### src/rtl/uart_rx_buf_pkg.sv
// ----------------------------------------------------------------------------
// uart_rx_buf_pkg
// Shared definitions for the toy MCU UART receive path: receiver FSM state
// encoding, frame data width and default parameter values. The transmit
// serialiser uses the same package so both ends agree on framing and baud.
// Ports: none (package only).
// ----------------------------------------------------------------------------
package uart_rx_buf_pkg;

    // Payload bits per 8N1 frame
    localparam int DATA_BITS = 8;

    // Clocks per bit period; the transmitter must use the same value
    localparam int DEFAULT_BAUD_DIV = 16;

    // Receive FIFO entries
    localparam int DEFAULT_FIFO_DEPTH = 4;

    // Receiver FSM states, 3-bit encoding
    typedef enum logic [2:0] {
        RX_IDLE  = 3'd0,
        RX_START = 3'd1,
        RX_DATA  = 3'd2,
        RX_STOP  = 3'd3,
        RX_BREAK = 3'd4
    } rxState_e;

endpackage

### src/rtl/uart_rx_buf_fifo.sv
// ----------------------------------------------------------------------------
// rx_fifo
// Synchronous first-word-fall-through FIFO for received bytes. The head entry
// is presented on dout_o whenever the FIFO is not empty; a pop advances it.
// A push while full is only accepted when a pop happens in the same cycle, so
// occupancy never exceeds FIFO_DEPTH and stored contents are never overwritten.
// Ports:
//   clk_i    clock, rising edge
//   rst_i    synchronous active-high reset, empties the FIFO
//   push_i   write din_i this cycle
//   din_i    data to write
//   pop_i    consumer takes the head entry (ignored while empty)
//   dout_o   head entry, reads 0 while empty
//   empty_o  no entries stored
//   full_o   FIFO_DEPTH entries stored
// ----------------------------------------------------------------------------
module rx_fifo #(
    parameter int FIFO_DEPTH = 4,
    parameter int WIDTH      = 8
) (
    input  logic             clk_i,
    input  logic             rst_i,
    input  logic             push_i,
    input  logic [WIDTH-1:0] din_i,
    input  logic             pop_i,
    output logic [WIDTH-1:0] dout_o,
    output logic             empty_o,
    output logic             full_o
);

    localparam int AW = $clog2(FIFO_DEPTH);
    localparam logic [AW:0] PTR_ONE = {{AW{1'b0}}, 1'b1};

    logic [AW:0]      wrPtr_q;
    logic [AW:0]      wrPtr_d;
    logic [AW:0]      rdPtr_q;
    logic [AW:0]      rdPtr_d;
    logic [WIDTH-1:0] mem_q [FIFO_DEPTH];
    logic             doPush;
    logic             doPop;

    // Pointers carry one extra wrap bit: equal pointers mean empty, equal
    // low bits with differing wrap bits mean full.
    assign empty_o = (wrPtr_q == rdPtr_q);
    assign full_o  = (wrPtr_q[AW] != rdPtr_q[AW]) &&
                     (wrPtr_q[AW-1:0] == rdPtr_q[AW-1:0]);

    // A pop frees a slot in the same cycle, so a full FIFO can still accept
    // a push when the consumer is reading.
    assign doPop  = pop_i && !empty_o;
    assign doPush = push_i && (!full_o || doPop);

    // Head of queue falls through; forced to zero while empty so the read
    // port shows a clean value after reset.
    assign dout_o = empty_o ? '0 : mem_q[rdPtr_q[AW-1:0]];

    // Next pointer values, advancing with natural wrap
    always_comb begin
        wrPtr_d = wrPtr_q;
        rdPtr_d = rdPtr_q;
        if (doPush) begin
            wrPtr_d = wrPtr_q + PTR_ONE;
        end
        if (doPop) begin
            rdPtr_d = rdPtr_q + PTR_ONE;
        end
    end

    // Pointer registers
    always_ff @(posedge clk_i) begin
        if (rst_i) begin
            wrPtr_q <= '0;
            rdPtr_q <= '0;
        end else begin
            wrPtr_q <= wrPtr_d;
            rdPtr_q <= rdPtr_d;
        end
    end

    // Storage is not reset; empty_o masks stale entries
    always_ff @(posedge clk_i) begin
        if (doPush) begin
            mem_q[wrPtr_q[AW-1:0]] <= din_i;
        end
    end

endmodule

### src/rtl/uart_rx_buf.sv
// ----------------------------------------------------------------------------
// uart_rx_buf
// 8N1 UART receiver with a receive FIFO. The serial line is synchronised,
// frames are sampled mid-bit using a down-counting baud counter, and good
// bytes are pushed into a first-word-fall-through FIFO read by the core via a
// valid/ready port. Framing errors and overruns are single-cycle pulses.
// Ports:
//   clk_i        clock, rising edge
//   rst_i        synchronous active-high reset
//   rx_i         serial line, idles high, asynchronous to clk_i
//   rd_data_o    head of the FIFO, valid while rd_valid_o is high
//   rd_valid_o   FIFO not empty
//   rd_ready_i   consumer accepts rd_data_o (pop when valid && ready)
//   frame_err_o  pulse: stop bit sampled low
//   overrun_o    pulse: good byte dropped because the FIFO was full
//   busy_o       receiver is not idle
// ----------------------------------------------------------------------------
module uart_rx_buf
    import uart_rx_buf_pkg::*;
#(
    parameter int BAUD_DIV   = DEFAULT_BAUD_DIV,
    parameter int FIFO_DEPTH = DEFAULT_FIFO_DEPTH
) (
    input  logic                 clk_i,
    input  logic                 rst_i,
    input  logic                 rx_i,
    output logic [DATA_BITS-1:0] rd_data_o,
    output logic                 rd_valid_o,
    input  logic                 rd_ready_i,
    output logic                 frame_err_o,
    output logic                 overrun_o,
    output logic                 busy_o
);

    localparam int CNT_W = $clog2(BAUD_DIV);
    localparam int BIT_W = $clog2(DATA_BITS);

    localparam logic [CNT_W-1:0] HALF_LOAD = CNT_W'(BAUD_DIV / 2 - 1);
    localparam logic [CNT_W-1:0] FULL_LOAD = CNT_W'(BAUD_DIV - 1);
    localparam logic [CNT_W-1:0] CNT_ONE   = {{(CNT_W - 1){1'b0}}, 1'b1};
    localparam logic [BIT_W-1:0] LAST_BIT  = BIT_W'(DATA_BITS - 1);
    localparam logic [BIT_W-1:0] BIT_ONE   = {{(BIT_W - 1){1'b0}}, 1'b1};

    logic                 rxMeta_q;
    logic                 rxSync_q;
    rxState_e             state_q;
    logic [CNT_W-1:0]     cnt_q;
    logic [BIT_W-1:0]     bitIdx_q;
    logic [DATA_BITS-1:0] shift_q;
    logic                 frameErr_q;
    logic                 overrun_q;

    logic                 cntZero;
    logic                 stopSample;
    logic                 pushReq;
    logic                 popReq;
    logic                 fifoEmpty;
    logic                 fifoFull;

    // Two-flop synchroniser; both stages preset to the idle level so reset
    // never looks like a start bit.
    always_ff @(posedge clk_i) begin
        if (rst_i) begin
            rxMeta_q <= 1'b1;
            rxSync_q <= 1'b1;
        end else begin
            rxMeta_q <= rx_i;
            rxSync_q <= rxMeta_q;
        end
    end

    assign cntZero    = (cnt_q == '0);
    assign stopSample = (state_q == RX_STOP) && cntZero;

    // A good stop bit hands the assembled byte straight to the FIFO in the
    // sampling cycle, so rd_valid rises the cycle after the stop sample.
    assign pushReq = stopSample && rxSync_q;
    assign popReq  = rd_valid_o && rd_ready_i;

    // Receiver FSM with baud counter, bit index, shift register and the
    // registered error pulses. The counter only runs in START/DATA/STOP and
    // is reloaded whenever a sample is taken.
    always_ff @(posedge clk_i) begin
        if (rst_i) begin
            state_q    <= RX_IDLE;
            cnt_q      <= '0;
            bitIdx_q   <= '0;
            shift_q    <= '0;
            frameErr_q <= 1'b0;
            overrun_q  <= 1'b0;
        end else begin
            frameErr_q <= 1'b0;
            overrun_q  <= pushReq && fifoFull && !popReq;
            case (state_q)
                RX_IDLE: begin
                    if (!rxSync_q) begin
                        cnt_q   <= HALF_LOAD;
                        state_q <= RX_START;
                    end
                end
                RX_START: begin
                    if (cntZero) begin
                        if (!rxSync_q) begin
                            cnt_q    <= FULL_LOAD;
                            bitIdx_q <= '0;
                            state_q  <= RX_DATA;
                        end else begin
                            state_q <= RX_IDLE;
                        end
                    end else begin
                        cnt_q <= cnt_q - CNT_ONE;
                    end
                end
                RX_DATA: begin
                    if (cntZero) begin
                        shift_q <= {rxSync_q, shift_q[DATA_BITS-1:1]};
                        cnt_q   <= FULL_LOAD;
                        if (bitIdx_q == LAST_BIT) begin
                            state_q <= RX_STOP;
                        end else begin
                            bitIdx_q <= bitIdx_q + BIT_ONE;
                        end
                    end else begin
                        cnt_q <= cnt_q - CNT_ONE;
                    end
                end
                RX_STOP: begin
                    if (cntZero) begin
                        if (rxSync_q) begin
                            state_q <= RX_IDLE;
                        end else begin
                            frameErr_q <= 1'b1;
                            state_q    <= RX_BREAK;
                        end
                    end else begin
                        cnt_q <= cnt_q - CNT_ONE;
                    end
                end
                RX_BREAK: begin
                    if (rxSync_q) begin
                        state_q <= RX_IDLE;
                    end
                end
                default: begin
                    state_q <= RX_IDLE;
                end
            endcase
        end
    end

    rx_fifo #(
        .FIFO_DEPTH (FIFO_DEPTH),
        .WIDTH      (DATA_BITS)
    ) uFifo (
        .clk_i   (clk_i),
        .rst_i   (rst_i),
        .push_i  (pushReq),
        .din_i   (shift_q),
        .pop_i   (popReq),
        .dout_o  (rd_data_o),
        .empty_o (fifoEmpty),
        .full_o  (fifoFull)
    );

    assign rd_valid_o  = !fifoEmpty;
    assign frame_err_o = frameErr_q;
    assign overrun_o   = overrun_q;
    assign busy_o      = (state_q != RX_IDLE);

endmodule

### config.mk
export PLATFORM = sky130hd
export DESIGN_NAME = uart_rx_buf
export DESIGN_NICKNAME = d
export VERILOG_FILES = /design/src/rtl/uart_rx_buf_pkg.sv /design/src/rtl/uart_rx_buf_fifo.sv /design/src/rtl/uart_rx_buf.sv
export SDC_FILE = /design/constraint.sdc
export NUM_CORES = 1
export LEC_CHECK = 0
export ABC_CLOCK_PERIOD_IN_PS = 4350
export BUFFER_PORTS_ARGS = -buffer_cell sky130_fd_sc_hd__buf_2
export CAP_MARGIN = 20
export CELL_PAD_IN_SITES_DETAIL_PLACEMENT = 1
export CELL_PAD_IN_SITES_GLOBAL_PLACEMENT = 2
export CORE_MARGIN = 8
export CORE_UTILIZATION = 24
export DETAILED_ROUTE_END_ITERATION = 8
export PLACE_DENSITY = 0.49
export SYNTH_ARGS = -nofsm -noshare
export SYNTH_HDL_FRONTEND = slang
export SYNTH_SLANG_ARGS = --single-unit
export TNS_END_PERCENT = 5
### constraint.sdc
create_clock -name clk_i -period 4.35 [get_ports clk_i]
set_input_delay 0.2175 -clock clk_i [delete_from_list [all_inputs] [get_ports clk_i]]
set_output_delay 0.2175 -clock clk_i [all_outputs]
set_load 0.02 [all_outputs]
==> metrics.txt <==
RSZ-0062 raised after global routing no; ys async rst share 0%; Yosys top cell area share roughly 36%; fin area 0.00310 mm²; post-synthesis compound-gate area fraction ~7.5%; post-synthesis cell count approximately 220; Chip Width ~120 µm; Synth Area in XOR/XNOR 1.32%; Starting Density between 20% and 30%; antenna violations before repair 0; H-tree depth 3; leakage roughly 1.1 nW; Clock Skews roughly 0.0069 ns; Top-Level Pins 16; Max FO, Critical Path 16; fmax 0.365 GHz; Hold WC Path Type in2reg; # clock sinks 62; Num CTS Buffers 9; Post-DRT Antenna Nets 0; Worst setup EP type register; mux cell area share after synthesis between 8 and 9%; Final nets 244; CP Data Required Time ~4.6 ns; filler cell count 1174; Worst slew margin 50.1%; vias per cell around 4.3; status finished clean; Synth-to-Final Area Change 16.7%; PwrDens about 400 mW/mm²; global route overflow 0; DR WL/cell 14.8 µm; Vias about 1600; Reg clk slew, reported paths roughly 0.070 ns; endpoints failing setup 0; Netlist cell types 40; largest net degree at the start of global routing 34; global-route wire length before repair about 9400 µm; DRT iter0 DRCs 71; Yosys warnings 0; post-synthesis simple-gate area fraction 16.7%; Max Cap Viol 0; row cnt 38; post-synthesis register bit count a little over 60; Post-synth EDFFs 32; Syn Area/Cell approximately 12 µm²; core area about 0.011 mm²; HPWL Detailed approximately 3900 µm; Synth Flop Type edfxtp_1; syn nets between 200 and 250; crit path kind reg2reg; VDD IR max ~180 µV; largest family of logic cells by synthesized area simple AND/OR/NAND/NOR gates; Yosys top cell by area edfxtp_1; Resize count post-CTS 0; crit path time final ~2.7 ns; postcts setup bufs 0; GRT Overall Usage 8.38%; share of layout cells above drive strength 1 between 20% and 30%; GPL Wtd Cong just over 0.7; chip height approximately 120 µm; Slew @ Worst Pin ~0.74 ns; TNS Setup 0 ns; Netlist Area Pre-Place between 0.002 and 0.003 mm²; DRC viols 0; vias in the first global route between 1500 and 2000; # port buffers 15; CTS Hold Bufs 0; total wire length around 5600 µm; DIE AREA between 0.01 and 0.015 mm²; Slew Limit Fails 0; Longest Clk Path Bufs 2; clock root cell clkbuf_8; Worst EP arrival between 2 and 3 ns; Seq/Total Area, Yosys about three fifths; type of origin of the critical path register; Final Hold Viols 0; period utilisation layout around 63%; Cell Area, Placed between 0.002 and 0.003 mm²; largest cells by area after synthesis edfxtp_1 (36%), dfxtp_1 (23%), mux4_2 (6.8%), ha_1 (3.8%), a21oi_1 (3.2%); ant diodes 0; CTS tree done; First-pass DRT Iterations 4; Post-Synth Adder-Cell Area 3.77%; clk_lat worst skew approximately 0.34 ns
cells by family (layout without fill, tap and decap cells):
group | Yosys count | in the layout
AND/OR/NAND/NOR | 76 | 76
XOR/XNOR | 4 | 4
flip-flops | 62 | 62
multiplexers | 13 | 13
adder cells (fa/ha/maj) | 8 | 8
AO/OA/AOI/OAI | 32 | 32
buffers and inverters | 21 | 42
where the power goes:
group          leakage, nW  internal [mW]  switching, mW
Clock                0.115          0.332          0.250
Combinational        0.443         0.0147         0.0251
Sequential           0.539          0.612        0.00554
Total                 1.10          0.958          0.281
per-layer routing:
layer  share of wire [%]  global-route usage (%)  up-vias
met4                 1.5                    3.24        0
met3                 4.3                    2.89        7
met5                   0                       0        -
met2                  46                    13.4       21
li1                    -                       -      807
met1                  48                    10.2      787
sequential cells by signal (all words and copies together) (netlist names), 3 cells and up, named ones only:
signal and count:
cnt_q 4, uFifo.wrPtr_q 3, uFifo.rdPtr_q 3, bitIdx_q 3
state_q 3, shift_q 8, uFifo.mem_q 32
cells in the mapped netlist (3+ instances only):
| cell type | count |
|---|---|
| ha_1 | 8 |
| edfxtp_1 | 32 |
| nor2_1 | 9 |
| mux4_2 | 8 |
| o21a_1 | 4 |
| nor3b_1 | 3 |
| nand2_1 | 20 |
| inv_1 | 9 |
| buf_2 | 3 |
| clkbuf_1 | 7 |
| nor3_1 | 7 |
| nand2b_1 | 4 |
| nand3_1 | 8 |
| dfxtp_1 | 30 |
| a21oi_1 | 17 |
| nor2b_1 | 10 |
| xor2_1 | 4 |
| and2_1 | 3 |
| mux2i_1 | 3 |
worst paths after layout:
| kind | startpoint | endpoint | slack (ns) | cells past startpoint |
|---|---|---|---|---|
| hold / removal | rx_i | rxMeta_q | 0.06 | 2 |
| hold reg to reg | rxMeta_q | rxSync_q | 0.41 | 1 |
| setup / recovery | cnt_q[0] | uFifo.wrPtr_q[2] | 1.61 | 6 |
| setup reg to reg | cnt_q[0] | uFifo.wrPtr_q[2] | 1.61 | 6 |
through the flow:
stage	utilization, %	hold slack [ns]	std cells	power, mW	setup slack, ns
global placement	26.6	0.395	361	0.671	1.73
CTS	28.7	0.0396	377	1.27	1.54
floorplan	-	0.321	216	0.661	2.28
finish	28.7	0.0605	377	1.24	1.61
detailed placement	26.6	0.397	361	0.672	1.56
global route	28.7	0.0504	377	1.30	1.28
worst max-delay path, cell delays in order, from the launching register on:
cell and delay (ns):
dfxtp_1 0.34, inv_1 0.08, ha_1 0.22, nor3b_4 0.60
nand4_2 0.32, nor3_2 0.68, mux2_1 0.38
layout make-up:
type	count	area (µm²)	area share (%)
clock inverters	7	104	3.35
repair buffers	17	90.1	2.91
inverters	9	33.8	1.09
well taps	140	175	5.66
flip-flops and latches	62	1560	50.4
clock buffers	9	124	4.00
multi-input cells	133	1010	32.5
placed cells by master (no fill, tap or decap), types with 2 or more instances in the layout:
| cell | Yosys | routed |
|---|---|---|
| or2_2 | 2 | 2 |
| nor3b_1 | 3 | 3 |
| edfxtp_1 | 32 | 32 |
| inv_1 | 9 | 9 |
| nand2_1 | 20 | 20 |
| o21a_1 | 4 | 4 |
| o21ai_0 | 2 | 2 |
| nor2b_1 | 10 | 10 |
| mux4_2 | 8 | 8 |
| a211oi_1 | 2 | 2 |
| and2_1 | 3 | 3 |
| nor3_1 | 7 | 7 |
| nor2_1 | 9 | 9 |
| a31oi_1 | 2 | 2 |
| mux2i_1 | 3 | 3 |
| or2_0 | 2 | 2 |
| nand3_1 | 8 | 8 |
| xor2_1 | 4 | 4 |
| mux2_1 | 2 | 2 |
| a21oi_1 | 17 | 17 |
| clkbuf_8 | 0 | 9 |
| buf_2 | 3 | 15 |
| ha_1 | 8 | 8 |
| nand2b_1 | 4 | 4 |
| inv_6 | 0 | 4 |
| dfxtp_1 | 30 | 30 |
| bufinv_16 | 0 | 2 |
| buf_4 | 0 | 2 |
Note: power is estimated with default switching activity, not from simulation.
